### config.mk
export PLATFORM = sky130hd
export DESIGN_NAME = wb_term_resp_flat
export DESIGN_NICKNAME = d
export VERILOG_FILES = /design/src/rtl/wb_term_pkg.sv /design/src/rtl/if_wb.sv /design/src/rtl/wb_resp_pipe.sv /design/src/rtl/wb_term_resp.sv /design/src/flat_wrapper.sv
export SDC_FILE = /design/constraint.sdc
export NUM_CORES = 1
export LEC_CHECK = 0
export CAP_MARGIN = 0
export CORE_ASPECT_RATIO = 0.8
export CORE_MARGIN = 2
export CORE_UTILIZATION = 39
export CTS_CLUSTER_DIAMETER = 100
export CTS_CLUSTER_SIZE = 12
export DETAILED_ROUTE_END_ITERATION = 12
export HOLD_SLACK_MARGIN = 0.1
export PLACE_DENSITY = 0.84
export SLEW_MARGIN = 30
export SYNTH_ARGS = -nofsm -noshare
export SYNTH_HDL_FRONTEND = slang
export SYNTH_HIERARCHICAL = 1
export SYNTH_SLANG_ARGS = --single-unit
### constraint.sdc
create_clock -name clk_i -period 7.7 [get_ports clk_i]
set_clock_uncertainty 0.15 [all_clocks]
set_input_delay 1.925 -clock clk_i [delete_from_list [all_inputs] [get_ports clk_i]]
set_output_delay 1.925 -clock clk_i [all_outputs]
set_load 0.01 [all_outputs]
### src/rtl/wb_term_pkg.sv
`default_nettype none
// ----------------------------------------------------------------------------
// wb_term_pkg: shared types and helpers for the Wishbone terminating slave
// Rev 1.0
// ----------------------------------------------------------------------------
package wb_term_pkg;

  typedef enum logic {
    RESP_ACK = 1'b0,
    RESP_ERR = 1'b1
  } resp_mode_t;

  localparam int DEF_CNT_W = 16;

  // Width needed to hold the values 0..max_out inclusive
  function automatic int out_cnt_w(input int max_out);
    return $clog2(max_out + 1);
  endfunction

endpackage
`default_nettype wire

### src/rtl/if_wb.sv
`default_nettype none
// ----------------------------------------------------------------------------
// if_wb: Wishbone pipelined bus; dat_m flows master->slave, dat_s slave->master
// Rev 1.0
// ----------------------------------------------------------------------------
interface if_wb #(
  parameter int DW = 32,
  parameter int AW = 32
);
  logic            cyc;
  logic            stb;
  logic            we;
  logic [DW/8-1:0] sel;
  logic [AW-1:0]   adr;
  logic [DW-1:0]   dat_m;
  logic [DW-1:0]   dat_s;
  logic            ack;
  logic            stall;

  modport master (output cyc, stb, we, sel, adr, dat_m, input dat_s, ack, stall);
  modport slave  (input cyc, stb, we, sel, adr, dat_m, output dat_s, ack, stall);
endinterface
`default_nettype wire

### src/rtl/wb_resp_pipe.sv
`default_nettype none
// ----------------------------------------------------------------------------
// wb_resp_pipe: LATENCY-deep valid delay line with synchronous flush
// Rev 1.0
// ----------------------------------------------------------------------------
module wb_resp_pipe #(
  parameter int LATENCY = 1
) (
  input  logic clk_i,
  input  logic rst_i,
  input  logic flush_i,
  input  logic in_i,
  output logic due_o
);

  logic [LATENCY-1:0] stage_q;
  logic [LATENCY-1:0] stage_d;

  generate
    if (LATENCY == 1) begin : g_single
      always_comb stage_d = flush_i ? 1'b0 : in_i;
    end else begin : g_multi
      always_comb stage_d = flush_i ? '0 : {stage_q[LATENCY-2:0], in_i};
    end
  endgenerate

  always_ff @(posedge clk_i) begin
    if (rst_i) stage_q <= '0;
    else       stage_q <= stage_d;
  end

  assign due_o = stage_q[LATENCY-1];

endmodule
`default_nettype wire

### src/rtl/wb_term_resp.sv
`default_nettype none
// ----------------------------------------------------------------------------
// wb_term_resp: Wishbone pipelined default slave with latency, stall and fault log
// Rev 1.0
// ----------------------------------------------------------------------------
module wb_term_resp
  import wb_term_pkg::*;
#(
  parameter int              DW      = 32,
  parameter int              AW      = 32,
  parameter int              LATENCY = 1,
  parameter int              MAX_OUT = 2,
  parameter resp_mode_t      MODE    = RESP_ACK,
  parameter logic [DW-1:0]   FILL    = '0,
  parameter int              CNT_W   = DEF_CNT_W
) (
  input  logic              clk_i,
  input  logic              rst_i,
  if_wb.slave               bus,
  output logic              err_o,
  input  logic              clr_i,
  output logic              fault_valid_o,
  output logic [AW-1:0]     fault_adr_o,
  output logic              fault_we_o,
  output logic [DW/8-1:0]   fault_sel_o,
  output logic [CNT_W-1:0]  fault_cnt_o
);

  localparam int OW = out_cnt_w(MAX_OUT);

  logic [OW-1:0]    out_q, out_d;
  logic             fault_valid_q, fault_valid_d;
  logic [AW-1:0]    fault_adr_q, fault_adr_d;
  logic             fault_we_q, fault_we_d;
  logic [DW/8-1:0]  fault_sel_q, fault_sel_d;
  logic [CNT_W-1:0] fault_cnt_q, fault_cnt_d;
  logic [CNT_W-1:0] cnt_base;

  logic stall;
  logic accept;
  logic due;
  logic resp;
  logic unused_wdata;

  assign stall  = (out_q == OW'(MAX_OUT));
  assign accept = bus.cyc & bus.stb & ~stall;

  // Dropping cyc kills every in-flight response, including one due this cycle
  assign resp   = due & bus.cyc;

  wb_resp_pipe #(
    .LATENCY (LATENCY)
  ) u_pipe (
    .clk_i   (clk_i),
    .rst_i   (rst_i),
    .flush_i (~bus.cyc),
    .in_i    (accept),
    .due_o   (due)
  );

  assign bus.stall    = stall;
  assign bus.ack      = resp & (MODE == RESP_ACK);
  assign err_o        = resp & (MODE == RESP_ERR);
  assign bus.dat_s    = (resp && MODE == RESP_ACK) ? FILL : '0;
  assign unused_wdata = ^bus.dat_m;

  always_comb begin
    out_d = out_q;
    if (!bus.cyc) begin
      out_d = '0;
    end else if (accept && !resp) begin
      out_d = out_q + OW'(1);
    end else if (!accept && resp) begin
      out_d = out_q - OW'(1);
    end
  end

  always_comb begin
    fault_valid_d = fault_valid_q;
    fault_adr_d   = fault_adr_q;
    fault_we_d    = fault_we_q;
    fault_sel_d   = fault_sel_q;
    fault_cnt_d   = fault_cnt_q;
    cnt_base      = clr_i ? '0 : fault_cnt_q;
    // An accept coinciding with clr restarts the log with this access
    if (accept) begin
      fault_cnt_d   = (&cnt_base) ? cnt_base : cnt_base + CNT_W'(1);
      fault_valid_d = 1'b1;
      if (!fault_valid_q || clr_i) begin
        fault_adr_d = bus.adr;
        fault_we_d  = bus.we;
        fault_sel_d = bus.sel;
      end
    end else if (clr_i) begin
      fault_valid_d = 1'b0;
      fault_cnt_d   = '0;
    end
  end

  always_ff @(posedge clk_i) begin
    if (rst_i) begin
      out_q         <= '0;
      fault_valid_q <= 1'b0;
      fault_adr_q   <= '0;
      fault_we_q    <= 1'b0;
      fault_sel_q   <= '0;
      fault_cnt_q   <= '0;
    end else begin
      out_q         <= out_d;
      fault_valid_q <= fault_valid_d;
      fault_adr_q   <= fault_adr_d;
      fault_we_q    <= fault_we_d;
      fault_sel_q   <= fault_sel_d;
      fault_cnt_q   <= fault_cnt_d;
    end
  end

  assign fault_valid_o = fault_valid_q;
  assign fault_adr_o   = fault_adr_q;
  assign fault_we_o    = fault_we_q;
  assign fault_sel_o   = fault_sel_q;
  assign fault_cnt_o   = fault_cnt_q;

endmodule
`default_nettype wire
### src/flat_wrapper.sv
// flat-port wrapper written by rule: the top's interface ports become plain ports
module wb_term_resp_flat import wb_term_pkg::*;
#(
  parameter int              DW      = 32,
  parameter int              AW      = 32,
  parameter int              LATENCY = 1,
  parameter int              MAX_OUT = 2,
  parameter resp_mode_t      MODE    = RESP_ACK,
  parameter logic [DW-1:0]   FILL    = '0,
  parameter int              CNT_W   = DEF_CNT_W
)
  (clk_i, rst_i, err_o, clr_i, fault_valid_o, fault_adr_o, fault_we_o, fault_sel_o, fault_cnt_o, bus_cyc, bus_stb, bus_we, bus_sel, bus_adr, bus_dat_m, bus_dat_s, bus_ack, bus_stall);
  if_wb #(.DW(DW), .AW(AW)) bus_i ();
  input  logic clk_i;
  input  logic rst_i;
  output logic err_o;
  input  logic clr_i;
  output logic fault_valid_o;
  output logic [AW-1:0] fault_adr_o;
  output logic fault_we_o;
  output logic [DW/8-1:0] fault_sel_o;
  output logic [CNT_W-1:0] fault_cnt_o;
  input wire logic [$bits(bus_i.cyc)-1:0] bus_cyc;
  input wire logic [$bits(bus_i.stb)-1:0] bus_stb;
  input wire logic [$bits(bus_i.we)-1:0] bus_we;
  input wire logic [$bits(bus_i.sel)-1:0] bus_sel;
  input wire logic [$bits(bus_i.adr)-1:0] bus_adr;
  input wire logic [$bits(bus_i.dat_m)-1:0] bus_dat_m;
  output wire logic [$bits(bus_i.dat_s)-1:0] bus_dat_s;
  output wire logic [$bits(bus_i.ack)-1:0] bus_ack;
  output wire logic [$bits(bus_i.stall)-1:0] bus_stall;
  assign bus_i.cyc = bus_cyc;
  assign bus_i.stb = bus_stb;
  assign bus_i.we = bus_we;
  assign bus_i.sel = bus_sel;
  assign bus_i.adr = bus_adr;
  assign bus_i.dat_m = bus_dat_m;
  assign bus_dat_s = bus_i.dat_s;
  assign bus_ack = bus_i.ack;
  assign bus_stall = bus_i.stall;
  wb_term_resp #(.DW(DW), .AW(AW), .LATENCY(LATENCY), .MAX_OUT(MAX_OUT), .MODE(MODE), .FILL(FILL), .CNT_W(CNT_W)) u_core (.clk_i(clk_i), .rst_i(rst_i), .bus(bus_i), .err_o(err_o), .clr_i(clr_i), .fault_valid_o(fault_valid_o), .fault_adr_o(fault_adr_o), .fault_we_o(fault_we_o), .fault_sel_o(fault_sel_o), .fault_cnt_o(fault_cnt_o));
endmodule
# Word-level counts from Yosys, hierarchy flattened
# Index checks and enable logic that the tools add are counted.
totals:
  reg_bits: 57
  inputBits: 74
  out_inout_bits: 89
  word_cells: 34
classes:
  addsub: 3
  eq_ne: 1
  mux: 7
  n_bitwise: 5
  n_reduce_logical: 11
op_table:
  columns: ["cell", "count"]
  rows:
  - ["$mux 16", 3]
  - ["$add 16x1->16 const B", 1]
  - ["$reduce_and 16->1", 1]
  - ["$mux 2", 2]
  - ["$reduce_bool 2->1", 2]
  - ["$and 1x1->1", 3]
  - ["$logic_not 1->1", 3]
  - ["$add 2x1->2 const B", 1]
  - ["$eq 2x2->1 const B", 1]
  - ["$logic_and 1x1->1", 2]
  - ["$mux 1", 2]
  - ["$not 1->1", 2]
  - ["$reduce_and 2->1", 1]
  - ["$reduce_or 2->1", 1]
  - ["$sub 2x1->2 const B", 1]
  - ["$logic_or 1x1->1", 1]

# Longest topological paths before layout
depth:
  word_depth: 7
  mapped_depth: 8
  depth_no_buf: 7

# Modules after synthesis
# Netlist, hierarchy kept.
by_module_without_submodules:
  columns: ["mod", "instances", "cells_per_inst", "area_each_um2", "seq_area_each_um2"]
  rows:
  - ["wb_term_resp", 1, 319, 2521.2, 1121.1]
  - ["wb_resp_pipe", 1, 2, 32.5, 20.0]

# Worst setup path after synthesis
# Ideal clock, no wire load.
synth_path:
  path_kind: "input -> output"
  start: "input port bus_cyc"
  end: "output port bus_ack"
  arrival_ns: 2.057
  required_ns: 5.625
  setup_slack_ns: 3.568
  cell_stages: 2
  n_path_buf: 0
  cell_sequence: "nand2_1 > inv_1"
synth_via:
  elab_chain_cells: 1
synth_lines:
  columns: ["item", "line_no", "text"]
  rows:
  - ["start: declaration", "flat_wrapper.sv:23", "input wire logic [$bits(bus_i.cyc)-1:0] bus_cyc;"]
  - ["$and 1x1->1", "wb_term_resp.sv:49", "assign resp = due & bus.cyc;"]
  - ["end: declaration", "flat_wrapper.sv:30", "output wire logic [$bits(bus_i.ack)-1:0] bus_ack;"]
# No other way between the ends.

# Worst setup path after layout
# Same ends and word-level chain as after synthesis.

==> results.md <==
- Critical Path Source Type: primary input
- Total iterations of the first detailed-routing run: 4
- Antenna violations before repair: 0
- I/O pin count: 163
- Avg Inst Size Synth: 7.96 um^2
- Portion of the post-synthesis area used by sequential elements: 44.7%
- Post-synthesis share of cell area spent on and, or, nand and nor gates: 24.9%
- N_diodes: 0
- Startpoint of the lowest-slack register-to-register path: u_core/fault_cnt_o[0]
- Worst hold path startpoint: u_core/fault_sel_o[0]
- Die area: 7220 um^2
- Synthesized area: 2550 um^2
- Post-DRT Antenna Nets: 0
- Worst setup path class: in -> out
- Vias in the first global route: 2092
- Crit share post-route: 67.6%
- Share of layout cells above drive strength 1: 6.89%
- Die H: 76.4 um
- Routability Congestion: 0.825
- Count of port buffers added during placement: 97
- Die Width: 94.5 um
- Number of synthesized flops with an enable pin: 0
- Most common library cell in the layout ignoring fill and taps: clkdlybuf4s50_1
- Ys flop type: dfxtp_1
- Time the worst path needs with I/O delays and setup: 5210 ps
- Hold buffer count at CTS: 0
- Run status: completed
- Pin count of the biggest net entering global routing: 48
- Max-slew violations: 0
- Setup bufs post-CTS: 0
- Via count: 2341
- Grt ovf: 0
- Number of core rows: 26
- Min Hold Slack: 301 ps
- Final total power: 734 uW
- Final instance area: 3700 um^2
- Critical path endpoint category: output pin
- Clock sink total: 57
- Req. time, crit path: 5620 ps
- Resized Gates After CTS: 0
- Routed wire length: 6.13 mm
- Peak ir drop on the vdd network: 133 uV
- TritonCTS clock tree: yes
- Final Hold Violating Endpoints: 0
- Maximum capacitance violations: 0
- Clk pin slew, worst setup/hold paths: 60 ps
- Length in cells of the worst reg-to-reg path: 7
- Drc violations: 0
- Starting utilization of the core area: 40.1%
- Wire length of the first global-routing pass: 9.72 mm
- Leakage power of the design: 0.00137 uW
- Largest family of logic cells by synthesized area: simple AND/OR/NAND/NOR gates
- Number of synthesized register bits: 57
- Worst reg2reg endpoint: u_core/fault_cnt_o[12]
- Global-route usage over all layers: 17.0%
- Post-Synth Adder-Cell Area: 0.980%
- Max Freq: 0.192 GHz
- CTS buffer count: 9
- Synth Area in Compound Gates: 13.4%
- YS warnings: 6
- Final TNS setup: 0 ps
- Final core occ: 58.0%
- Count of endpoints failing setup in the final report: 0
- Floorplan Core Area: 6380 um^2
- Actual slew at the worst max-slew pin: 918 ps
- Clk_lat worst skew: 330 ps
- Pwr dens: 198 nW/um^2
- Via count normalized by instance count: 4.64
- Area Growth Syn to Fin: 44.8%
- Count of distinct cell types in the synthesized netlist: 38
- Maximum root-to-sink buffer count: 2
- Worst Hold End: u_core/fault_sel_o[0]
- Detailed-route wire length per cell: 12.1 um
- Detailed router's first-iteration violation count: 118
- Setup repair after global routing missed its margin: false
- Htree depth: 3
- Post-place instance area: 3450 um^2
- Worst max-slew margin expressed relative to the limit: 38.2%
- Most used cells in the layout excluding fill and tap cells: clkdlybuf4s50_1 (96), nand2_1 (86), dfxtp_1 (57)
- Dpl hpwl: 4.33 mm
- Net count reported at finish: 492
- Worst reg-to-reg setup slack: 4990 ps
- Synth Area in XOR/XNOR: 3.09%
- Cell depth of the worst min-delay path: 2
- Cell count after synthesis: 321
- Async set-or-reset flop fraction in the synthesized netlist: 0%
- Data arrival time at the worst-slack endpoint: 3130 ps
- Hold crit path type: reg -> reg
- Clock root cell: clkbuf_8
- Max Fanout on Critical Path: 4
- Multiplexer share of the synthesized area: 0%
-- how the worst max path moves through the flow --
stage	startpoint	end	slack, ps	cells after the start
floorplan	bus_cyc	bus_ack	3570	2
global placement	bus_cyc	bus_ack	2500	4
detailed placement	bus_cyc	bus_ack	2510	4
CTS	bus_cyc	bus_ack	2500	4
global route	bus_cyc	bus_ack	2420	4
finish	bus_cyc	bus_ack	2490	4
-- registers in the layout, summed over array words and instances (netlist names) --
name / flops
u_core/fault_we_o: 1
u_core/fault_sel_o: 4
u_core/fault_valid_o: 1
u_core/u_pipe/due_o: 1
u_core/fault_adr_o: 32
u_core/fault_cnt_o: 16
u_core/out_q: 2
-- critical path: stages --
cell and delay (ps):
clkdlybuf4s50_1 520, nand2_1 100, inv_1 60, clkdlybuf4s50_1 520
-- where the power goes --
group,total (uW),internal [uW],switching (uW)
registers,311,306,5.23
logic,87.0,44.7,42.3
clock network,336,223,113
-- routing by layer --
| layer | track usage, % | vias up | share of wire [%] |
|---|---|---|---|
| met5 | 0 | - | 0 |
| met4 | 7.97 | 0 | 1.9 |
| met3 | 5.74 | 8 | 9.4 |
| met2 | 27.4 | 110 | 47 |
| met1 | 20.4 | 1042 | 42 |
| li1 | - | 1181 | - |
-- stage by stage --
stage,std cells,worst slack [ps]
floorplan,353,3570
global route,505,2420
global placement,489,2500
CTS,505,2500
finish,505,2490
detailed placement,489,2510
-- area by class of cell --
cell class | instances | area, um^2
fill | 584 | 2680
multi-input combinational | 243 | 1200
sequential | 57 | 1140
timing repair buffer | 99 | 981
clock buffer | 11 | 141
tap | 84 | 105
clock inverter | 5 | 103
inverter | 6 | 22.5
-- cells in the mapped netlist (4+ instances only) --
library cell	instances	area, um^2
nand2_1	86	323
dfxtp_1	57	1140
a21oi_1	46	230
buf_4	33	248
nor2_1	15	56.3
clkbuf_1	9	33.8
o21ai_0	6	30.0
xor2_1	6	52.6
inv_1	5	18.8
or3_1	5	31.3
buf_2	4	20.0
nand2b_1	4	25.0
nand3b_1	4	30.0
nand4_1	4	25.0
nor2b_1	4	25.0
-- logic make-up after synthesis --
family,count (synthesis)
XOR/XNOR,9
AND/OR/NAND/NOR,139
AO/OA/AOI/OAI,60
other,1
adder cells (fa/ha/maj),2
buffers and inverters,53
flip-flops,57
(Power assumes the default switching activity.)
